===== src/rtl/stopwatch_lap_hold.sv =====
// stopwatch_lap_hold: debounced lap capture, lap buffer recall and display word select
// Ports: clk, reset_n (async active-low), clear (sync, empties laps), btn_lap/btn_recall (raw buttons),
//   time_in (live BCD time), data_out (display word), digit_point (one-hot of recalled entry),
//   lap_count (valid laps), frozen (display not live).
// Build option LAP_RECALL_EN: lap buffer plus RECALL mode; without it only LIVE/HOLD and a lap counter.
module stopwatch_lap_hold_btn #(
  parameter int DEBOUNCE_CYCLES = 1
) (
  input  logic clk,
  input  logic reset_n,
  input  logic btn,
  output logic pulse
);
  localparam int CW = DEBOUNCE_CYCLES > 1 ? $clog2(DEBOUNCE_CYCLES) : 1;
  logic s1, s2, deb, deb_d;
  logic [CW-1:0] cnt;
  // pulse is registered off the debounced level, so the FSM acts one edge after the rise is seen
  always_ff @(posedge clk or negedge reset_n)
    if (!reset_n) begin
      s1 <= 1'b0;
      s2 <= 1'b0;
      deb <= 1'b0;
      deb_d <= 1'b0;
      pulse <= 1'b0;
      cnt <= '0;
    end else begin
      s1 <= btn;
      s2 <= s1;
      deb_d <= deb;
      pulse <= deb & ~deb_d;
      if (s2 == deb) cnt <= '0;
      else if (cnt == CW'(DEBOUNCE_CYCLES - 1)) begin
        deb <= s2;
        cnt <= '0;
      end else cnt <= cnt + CW'(1);
    end
endmodule

module stopwatch_lap_hold #(
  parameter int DEBOUNCE_CYCLES = 1_000_000,
  parameter int LAP_DEPTH = 4
) (
  input  logic        clk,
  input  logic        reset_n,
  input  logic        clear,
  input  logic        btn_lap,
  input  logic        btn_recall,
  input  logic [15:0] time_in,
  output logic [15:0] data_out,
  output logic [3:0]  digit_point,
  output logic [2:0]  lap_count,
  output logic        frozen
);
  typedef enum logic [1:0] {LIVE, HOLD, RECALL} state_t;
  state_t state, state_nx;
  logic lap_p, store, rec_go, rec_end;
  logic [1:0] rd_nx;
  logic [15:0] hold_reg, rec_val, data_nx;
  logic [3:0] dp_nx;
  stopwatch_lap_hold_btn #(.DEBOUNCE_CYCLES(DEBOUNCE_CYCLES)) u_lap (
    .clk(clk), .reset_n(reset_n), .btn(btn_lap), .pulse(lap_p)
  );
`ifdef LAP_RECALL_EN
  logic rec_p;
  logic [1:0] wp, rd, rn, rn_nx, newest;
  logic [15:0] lap_buf [LAP_DEPTH];
  stopwatch_lap_hold_btn #(.DEBOUNCE_CYCLES(DEBOUNCE_CYCLES)) u_rec (
    .clk(clk), .reset_n(reset_n), .btn(btn_recall), .pulse(rec_p)
  );
  assign newest = wp == 2'd0 ? 2'(LAP_DEPTH - 1) : wp - 2'd1;
  // rn counts the older entries still to be shown; recall ends when it runs out
  always_comb begin
    rd_nx = rd;
    rn_nx = rn;
    rec_go = 1'b0;
    rec_end = 1'b0;
    if (rec_p && !lap_p && state != RECALL && lap_count != 3'd0) begin
      rec_go = 1'b1;
      rd_nx = newest;
      rn_nx = 2'(lap_count - 3'd1);
    end else if (rec_p && !lap_p && state == RECALL) begin
      rec_end = rn == 2'd0;
      rd_nx = rd == 2'd0 ? 2'(LAP_DEPTH - 1) : rd - 2'd1;
      rn_nx = rn - 2'd1;
    end
  end
  assign rec_val = lap_buf[rd_nx];
  always_ff @(posedge clk or negedge reset_n)
    if (!reset_n) begin
      wp <= 2'd0;
      rd <= 2'd0;
      rn <= 2'd0;
      for (int i = 0; i < LAP_DEPTH; i++) lap_buf[i] <= '0;
    end else if (clear) begin
      wp <= 2'd0;
      rd <= 2'd0;
      rn <= 2'd0;
      for (int i = 0; i < LAP_DEPTH; i++) lap_buf[i] <= '0;
    end else begin
      rd <= rd_nx;
      rn <= rn_nx;
      if (store) begin
        lap_buf[wp] <= time_in;
        wp <= wp == 2'(LAP_DEPTH - 1) ? 2'd0 : wp + 2'd1;
      end
    end
`else
  logic unused_recall;
  assign unused_recall = btn_recall;
  assign rec_go = 1'b0;
  assign rec_end = 1'b0;
  assign rd_nx = 2'd0;
  assign rec_val = 16'd0;
`endif
  // a lap pulse always wins over a recall pulse in the same cycle
  always_comb begin
    state_nx = state;
    store = 1'b0;
    if (lap_p) begin
      store = state == LIVE;
      state_nx = state == LIVE ? HOLD : LIVE;
    end else if (rec_go) state_nx = RECALL;
    else if (rec_end) state_nx = LIVE;
    data_nx = state_nx == LIVE ? time_in : state_nx == HOLD ? (store ? time_in : hold_reg) : rec_val;
    dp_nx = state_nx == RECALL ? 4'd1 << rd_nx : 4'd0;
  end
  always_ff @(posedge clk or negedge reset_n)
    if (!reset_n) begin
      state <= LIVE;
      hold_reg <= '0;
      lap_count <= '0;
      data_out <= '0;
      digit_point <= '0;
      frozen <= 1'b0;
    end else if (clear) begin
      state <= LIVE;
      hold_reg <= '0;
      lap_count <= '0;
      data_out <= time_in;
      digit_point <= '0;
      frozen <= 1'b0;
    end else begin
      state <= state_nx;
      data_out <= data_nx;
      digit_point <= dp_nx;
      frozen <= state_nx != LIVE;
      if (store) begin
        hold_reg <= time_in;
        if (lap_count != 3'(LAP_DEPTH)) lap_count <= lap_count + 3'd1;
      end
    end
endmodule


===== config.mk =====
export PLATFORM = sky130hd
export DESIGN_NAME = stopwatch_lap_hold
export DESIGN_NICKNAME = d
export VERILOG_FILES = /design/src/rtl/stopwatch_lap_hold.sv
export SDC_FILE = /design/constraint.sdc
export NUM_CORES = 1
export LEC_CHECK = 0
export CORE_UTILIZATION = 55
export DETAILED_ROUTE_END_ITERATION = 16
export HOLD_SLACK_MARGIN = 0.08
export PLACE_DENSITY = 0.9
export RECOVER_POWER = 100
export SYNTH_ARGS = -nofsm -noshare
export SYNTH_HDL_FRONTEND = slang
export SYNTH_HIERARCHICAL = 1
export SYNTH_SLANG_ARGS = --single-unit

===== constraint.sdc =====
create_clock -name clk -period 3.9 [get_ports clk]
set_input_delay 0.585 -clock clk [delete_from_list [all_inputs] [get_ports clk]]
set_output_delay 0.585 -clock clk [all_outputs]
set_load 0.02 [all_outputs]

==> impl_results.md, run 1 <==
- Status: complete, but fails checks
- Failing checks: max-capacitance violations, max-slew violations
- Tot GR Track Use: 0.2250
- Crit path max-delay cell type: o21ai_0
- Vias/cell: 5.376
- Synth Register Bits: 64
- Biggest cell delay along the critical path: 1.46 ns
- Worst hold margin: 0.3528 ns
- Leak pwr: 1.433 nW
- # rows: 25
- Number of buffers created by CTS: 9
- Distinct cell type count after synthesis: 41
- 1st-pass router iterations: 4
- Post-DRT Antenna Nets: 0
- Worst endpoint required time: 4.04 ns
- Post-CTS Setup Repair Bufs: 0
- Slew Limit Fails: 70
- Peak supply drop: 271.2 uV
- Final hold violations: 0
- Final worst-path cycle share: 0.7267
- Cell Area, Placed: 3184 um^2
- Most numerous cell in the Yosys netlist: dfrtp_1
- Gate Count Post-Synth: 251
- CTS tree: built
- GP Congestion: 0.7539
- I/O Buffers: 40
- Design Area, Final: 3324 um^2
- FF-to-FF path depth: 4
- Top post-synthesis cells by area: dfrtp_1 58%, nand2_1 5.3%, a22o_1 5.1%
- Die height: 72.70 um
- Most frequent cells after synthesis: 64 x dfrtp_1, 39 x nand2_1, 21 x a21oi_1, 20 x nor2_1, 16 x a22o_1
- Hold-fix buffers, CTS: 0
- Max Clk Rate: 0.3528 GHz
- Reg clk slew, reported paths: 0.07 ns
- CP Cell Sequence: nor4_1, nand4_1, o21ai_0, nor2_1
- Clock Skew: 0.01168 ns
- WL per Instance: 14.21 um
- CTS sink count: 64
- Worst Max-Slew Pin Slew: 1.884 ns
- Avg Cell Area, Syn: 10.95 um^2
- Post-synth top area share: 0.5826
- Post-Route WL: 5216 um
- Crit. End Element: flip-flop
- Nets: 319
- CP Data Arrival Time: 2.97 ns
- Core ar.: 4755 um^2
- Clock root cell: clkbuf_8
- Ys async rst share: 1.000
- DRC: 0
- Number of flip-flops under the largest register name: 20
- YS warnings: 6
- Sequential-to-total area share from yosys stat: 0.5826
- Max_slew headroom: -0.2694
- Layout cell share with drive strength beyond 1: 0.06667
- Die area: 5285 um^2
- Post-Syn Area: 2749 um^2
- R2r startpoint: u_lap/cnt[12]$_DFF_PN0_
- Worst setup SP type: flip-flop
- # IOs: 45
- Layout Area Growth over Synthesis: 20.94%
- Starting Density: 0.5782
- RSZ-0062 raised after global routing: false
- Die Width: 72.70 um
- Reg2reg end: u_lap/cnt[10]$_DFF_PN0_
- Worst hold path class: reg2reg
- WS Path Type: reg2reg
- Final min period: 2.834 ns
- Cell taking the most area after synthesis: dfrtp_1
- Largest net degree at the start of global routing: 34
- Via count: 1973
- Initial antenna violation count: 0
- DRT iter0 DRCs: 108
- Worst skew pair latency: 0.35 ns
- First-pass GRT wire length: 8749 um
- Diodes inserted: 0
- Post-synth EDFFs: 0
- Vias in the first global route: 1887
- Worst Path Max Fanout: 18
- Hold path cells: 0
- Setup violators final: 0
- Grt total ovfl: 0
- H-tree level count: 3
- Post-cts resize count: 0
- DP HPWL: 3580 um
- HP Start: u_lap/s1$_DFF_PN0_
- R2R Setup Slk: 1.07 ns
- Max clock buf depth: 2
- Max_cap viols: 3
- Setup TNS: 0 ns
- Synth Flop Type: dfrtp_1
- Power Density: 378.0 nW/um^2
- Hold worst-path end: u_lap/s2$_DFF_PN0_
==> metrics by stage <==
stage | setup WS [ns] | total power [W] | cells | util
after floorplan | 2.281 | 0.0007271 | 253 | -
after global placement | 1.359 | 0.0007800 | 351 | 0.6697
after detailed placement | 1.321 | 0.0007815 | 351 | 0.6697
after CTS | 1.693 | 0.001271 | 367 | 0.7063
after global routing | 0.8400 | 0.001302 | 367 | 0.6992
final | 1.066 | 0.001257 | 367 | 0.6992
==> placed cells by master, fill, tap and decap left out, drive strengths merged, types with 6 or more instances in the layout <==
master	count
a21oi	23
a22o	16
clkbuf	14
clkdlybuf4s50	16
dfrtp	64
dlygate4sd3	23
inv	6
nand2	39
nand3	8
nor2	20
nor3	6
xnor2	11
==> report_power, final <==
group	switching, W	internal [W]	total (W)
logic	0.0000456	0.0000366	0.0000821
clock network	0.000249	0.000245	0.000494
registers	0.00000518	0.000676	0.000681
total	0.000299	0.000957	0.00126
==> worst max-delay path: cells and delay by family, from the launching register on <==
kind	cells	cell delay [ns]
flops	1	0.46
simple gates	3	0.71
compound gates	1	1.46
==> area by class of cell <==
| cell class | instances | area [um^2] |
|---|---|---|
| sequential | 64 | 1602 |
| fill | 351 | 1430 |
| multi-input combinational | 171 | 1033 |
| timing repair buffer | 43 | 409.1 |
| clock buffer | 11 | 141.4 |
| tap | 67 | 83.83 |
| clock inverter | 5 | 32.53 |
| inverter | 6 | 22.52 |
==> how the worst max path moves through the flow <==
stage	cells past startpoint	slack, ns	endpoint	start
2_1_floorplan	4	2.28	u_lap/cnt[17]$_DFF_PN0_	u_lap/cnt[4]$_DFF_PN0_
4_1_cts	3	1.69	data_out[0]$_DFF_PN0_	clear
5_1_grt	5	0.84	u_lap/cnt[10]$_DFF_PN0_	u_lap/cnt[0]$_DFF_PN0_
6_report	4	1.07	u_lap/cnt[10]$_DFF_PN0_	u_lap/cnt[12]$_DFF_PN0_
3_5_place_dp	4	1.32	data_out[0]$_DFF_PN0_	clear
3_3_place_gp	4	1.36	data_out[3]$_DFF_PN0_	clear
==> logic make-up after synthesis <==
group                      after synthesis  share of synthesized area
and+or+nand+nor                        100                     0.1925
DFF                                     64                     0.5826
AOI/OAI and AO/OA                       46                     0.1124
buffers and inverters                   18                    0.03505
xor gates and xnor gates                16                    0.05098
adders and majority gates                3                    0.01366
muxes                                    3                    0.01138
other                                    1                   0.001364
==> per-layer routing <==
layer / track usage / share of wire / vias up
li1: - / - / 951
met1: 0.2791 / 0.44 / 962
met2: 0.3738 / 0.51 / 50
met3: 0.06630 / 0.037 / 10
met4: 0.08497 / 0.015 / 0
met5: 0 / 0 / -
Note: power is estimated with default switching activity, not from simulation.
==> run 2: changes to the inputs <==
CORE_UTILIZATION = 47   (was 55)
PLACE_DENSITY = 0.82   (was 0.9)
clock period = 2.5 ns   (was 3.9 ns; I/O delays follow)
==> impl_results.md, run 2 (synthesis gave the netlist of run 1 again) <==
- WL per Instance: 14.78 um
- Reg clk slew, reported paths: 0.07 ns
- Multi-input logic area: 1037 um^2
- Final min period: 1.966 ns
- Initial antenna violation count: 0
- RSZ-0062 raised after global routing: false
- Failing checks: max-capacitance violations, max-slew violations
- Starting Density: 0.4932
- CTS tree: built
- Worst Path Max Fanout: 5
- Final worst-path cycle share: 0.7862
- Biggest cell delay along the critical path: 0.58 ns
- Commonest cells after routing, fill and taps aside: 64 x dfrtp_1, 39 x nand2_1, 24 x dlygate4sd3_1, 22 x a21oi_1, 20 x nor2_1
- DP HPWL: 3694 um
- Tot GR Track Use: 0.2004
- Leak pwr: 1.481 nW
- Worst Max-Slew Pin Slew: 1.513 ns
- Vias/cell: 5.426
- Slew Limit Fails: 28
- CTS sink count: 64
- # rows: 27
- # IOs: 45
- First-pass GRT wire length: 9335 um
- DRC: 0
- DRT iter0 DRCs: 171
- Worst endpoint required time: 2.72 ns
- 1st-pass router iterations: 4
- H-tree level count: 3
- Largest net degree at the start of global routing: 38
- Post-cts resize count: 0
- Max_cap viols: 1
- Status: complete, but fails checks
- Most common cell after layout, fill and taps aside: dfrtp_1
- Final hold violations: 0
- Setup violators final: 0
- Post-Route WL: 5556 um
- WS Path Type: reg2reg
- Setup TNS: 0 ns
- CP Cell Sequence: ha_1, nand3_1, nor4_1, mux2i_1, nor4b_1
- GP Congestion: 0.7468
- Power Density: 592.1 nW/um^2
- CP Data Arrival Time: 2.19 ns
- Worst skew pair latency: 0.33 ns
- Crit path max-delay cell type: nor4_1
- Grt total ovfl: 0
- Core ar.: 5574 um^2
- Die Width: 78.48 um
- Clock root cell: clkbuf_8
- Hold-fix buffers, CTS: 1
- Die height: 78.48 um
- Max clock buf depth: 2
- Die area: 6158 um^2
- I/O Buffers: 40
- Max Clk Rate: 0.5088 GHz
- Fillcell total: 472
- Number of flip-flops under the largest register name: 20
- Vias in the first global route: 2105
- Via count: 2040
- Crit. End Element: flip-flop
- Layout cell share with drive strength beyond 1: 0.08224
- Post-DRT Antenna Nets: 0
- Total power: 0.002010 W
- Nets: 325
- Diodes inserted: 0
- Number of buffers created by CTS: 9
- Max_slew headroom: -0.008772
- Peak supply drop: 353.9 uV
- Layout Area Growth over Synthesis: 23.49%
- Clock Skew: 0.006417 ns
- Worst setup SP type: flip-flop
- Register area: 1602 um^2
- Worst hold path class: reg2reg
- Post-CTS Setup Repair Bufs: 0
run 2: routing by layer:
| layer | global-route usage | vias to the layer above | share of wire |
|---|---|---|---|
| met2 | 0.3184 | 59 | 0.51 |
| li1 | - | 962 | - |
| met5 | 0 | - | 0 |
| met1 | 0.2513 | 1009 | 0.43 |
| met4 | 0.09259 | 0 | 0.015 |
| met3 | 0.06047 | 10 | 0.051 |
run 2: worst paths after layout:
path	start	to	slack, ns	cells after the start
setup / recovery	u_lap/cnt[0]$_DFF_PN0_	u_lap/cnt[18]$_DFF_PN0_	0.53	5
hold / removal	u_lap/s1$_DFF_PN0_	u_lap/s2$_DFF_PN0_	0.35	0
setup reg to reg	u_lap/cnt[0]$_DFF_PN0_	u_lap/cnt[18]$_DFF_PN0_	0.53	5
hold reg to reg	u_lap/s1$_DFF_PN0_	u_lap/s2$_DFF_PN0_	0.35	0
max in group asynchronous	reset_n	data_out[1]$_DFF_PN0_	0.64	2
min in group asynchronous	reset_n	data_out[2]$_DFF_PN0_	0.98	2
run 2: where the power goes:
part | internal (W) | leakage (nW) | switching [W]
Combinational | 0.0000624 | 0.537 | 0.0000722
Clock | 0.000442 | 0.0945 | 0.000370
Sequential | 0.00105 | 0.850 | 0.00000907
Total | 0.00156 | 1.48 | 0.000451
run 2: stage by stage:
| step | worst slack, ns | cells | util | hold slack, ns | area [um^2] |
|---|---|---|---|---|---|
| floorplan | 0.8813 | 253 | - | 0.07941 | 2756 |
| detailed placement | 0.5473 | 361 | 0.5814 | 0.3355 | 3241 |
| finish | 0.5345 | 376 | 0.6090 | 0.3546 | 3395 |
| global route | 0.2769 | 376 | 0.6090 | 0.3760 | 3395 |
| global placement | 0.5670 | 361 | 0.5814 | 0.3353 | 3241 |
| CTS | 0.6405 | 376 | 0.6144 | 0.3611 | 3425 |
run 2: layout make-up:
cell class,instances,share of cell area
timing repair buffer,49,0.1382
tap,72,0.02654
clock inverter,5,0.01474
inverter,6,0.006635
multi-input combinational,171,0.3056
clock buffer,9,0.03649
sequential,64,0.4718
run 2: critical path, delay by kind of cell, from the launching register on:
family,cells,cell delay [ns]
adders and majority gates,1,0.23
and+or+nand+nor,3,1.08
DFF,1,0.41
muxes,1,0.15
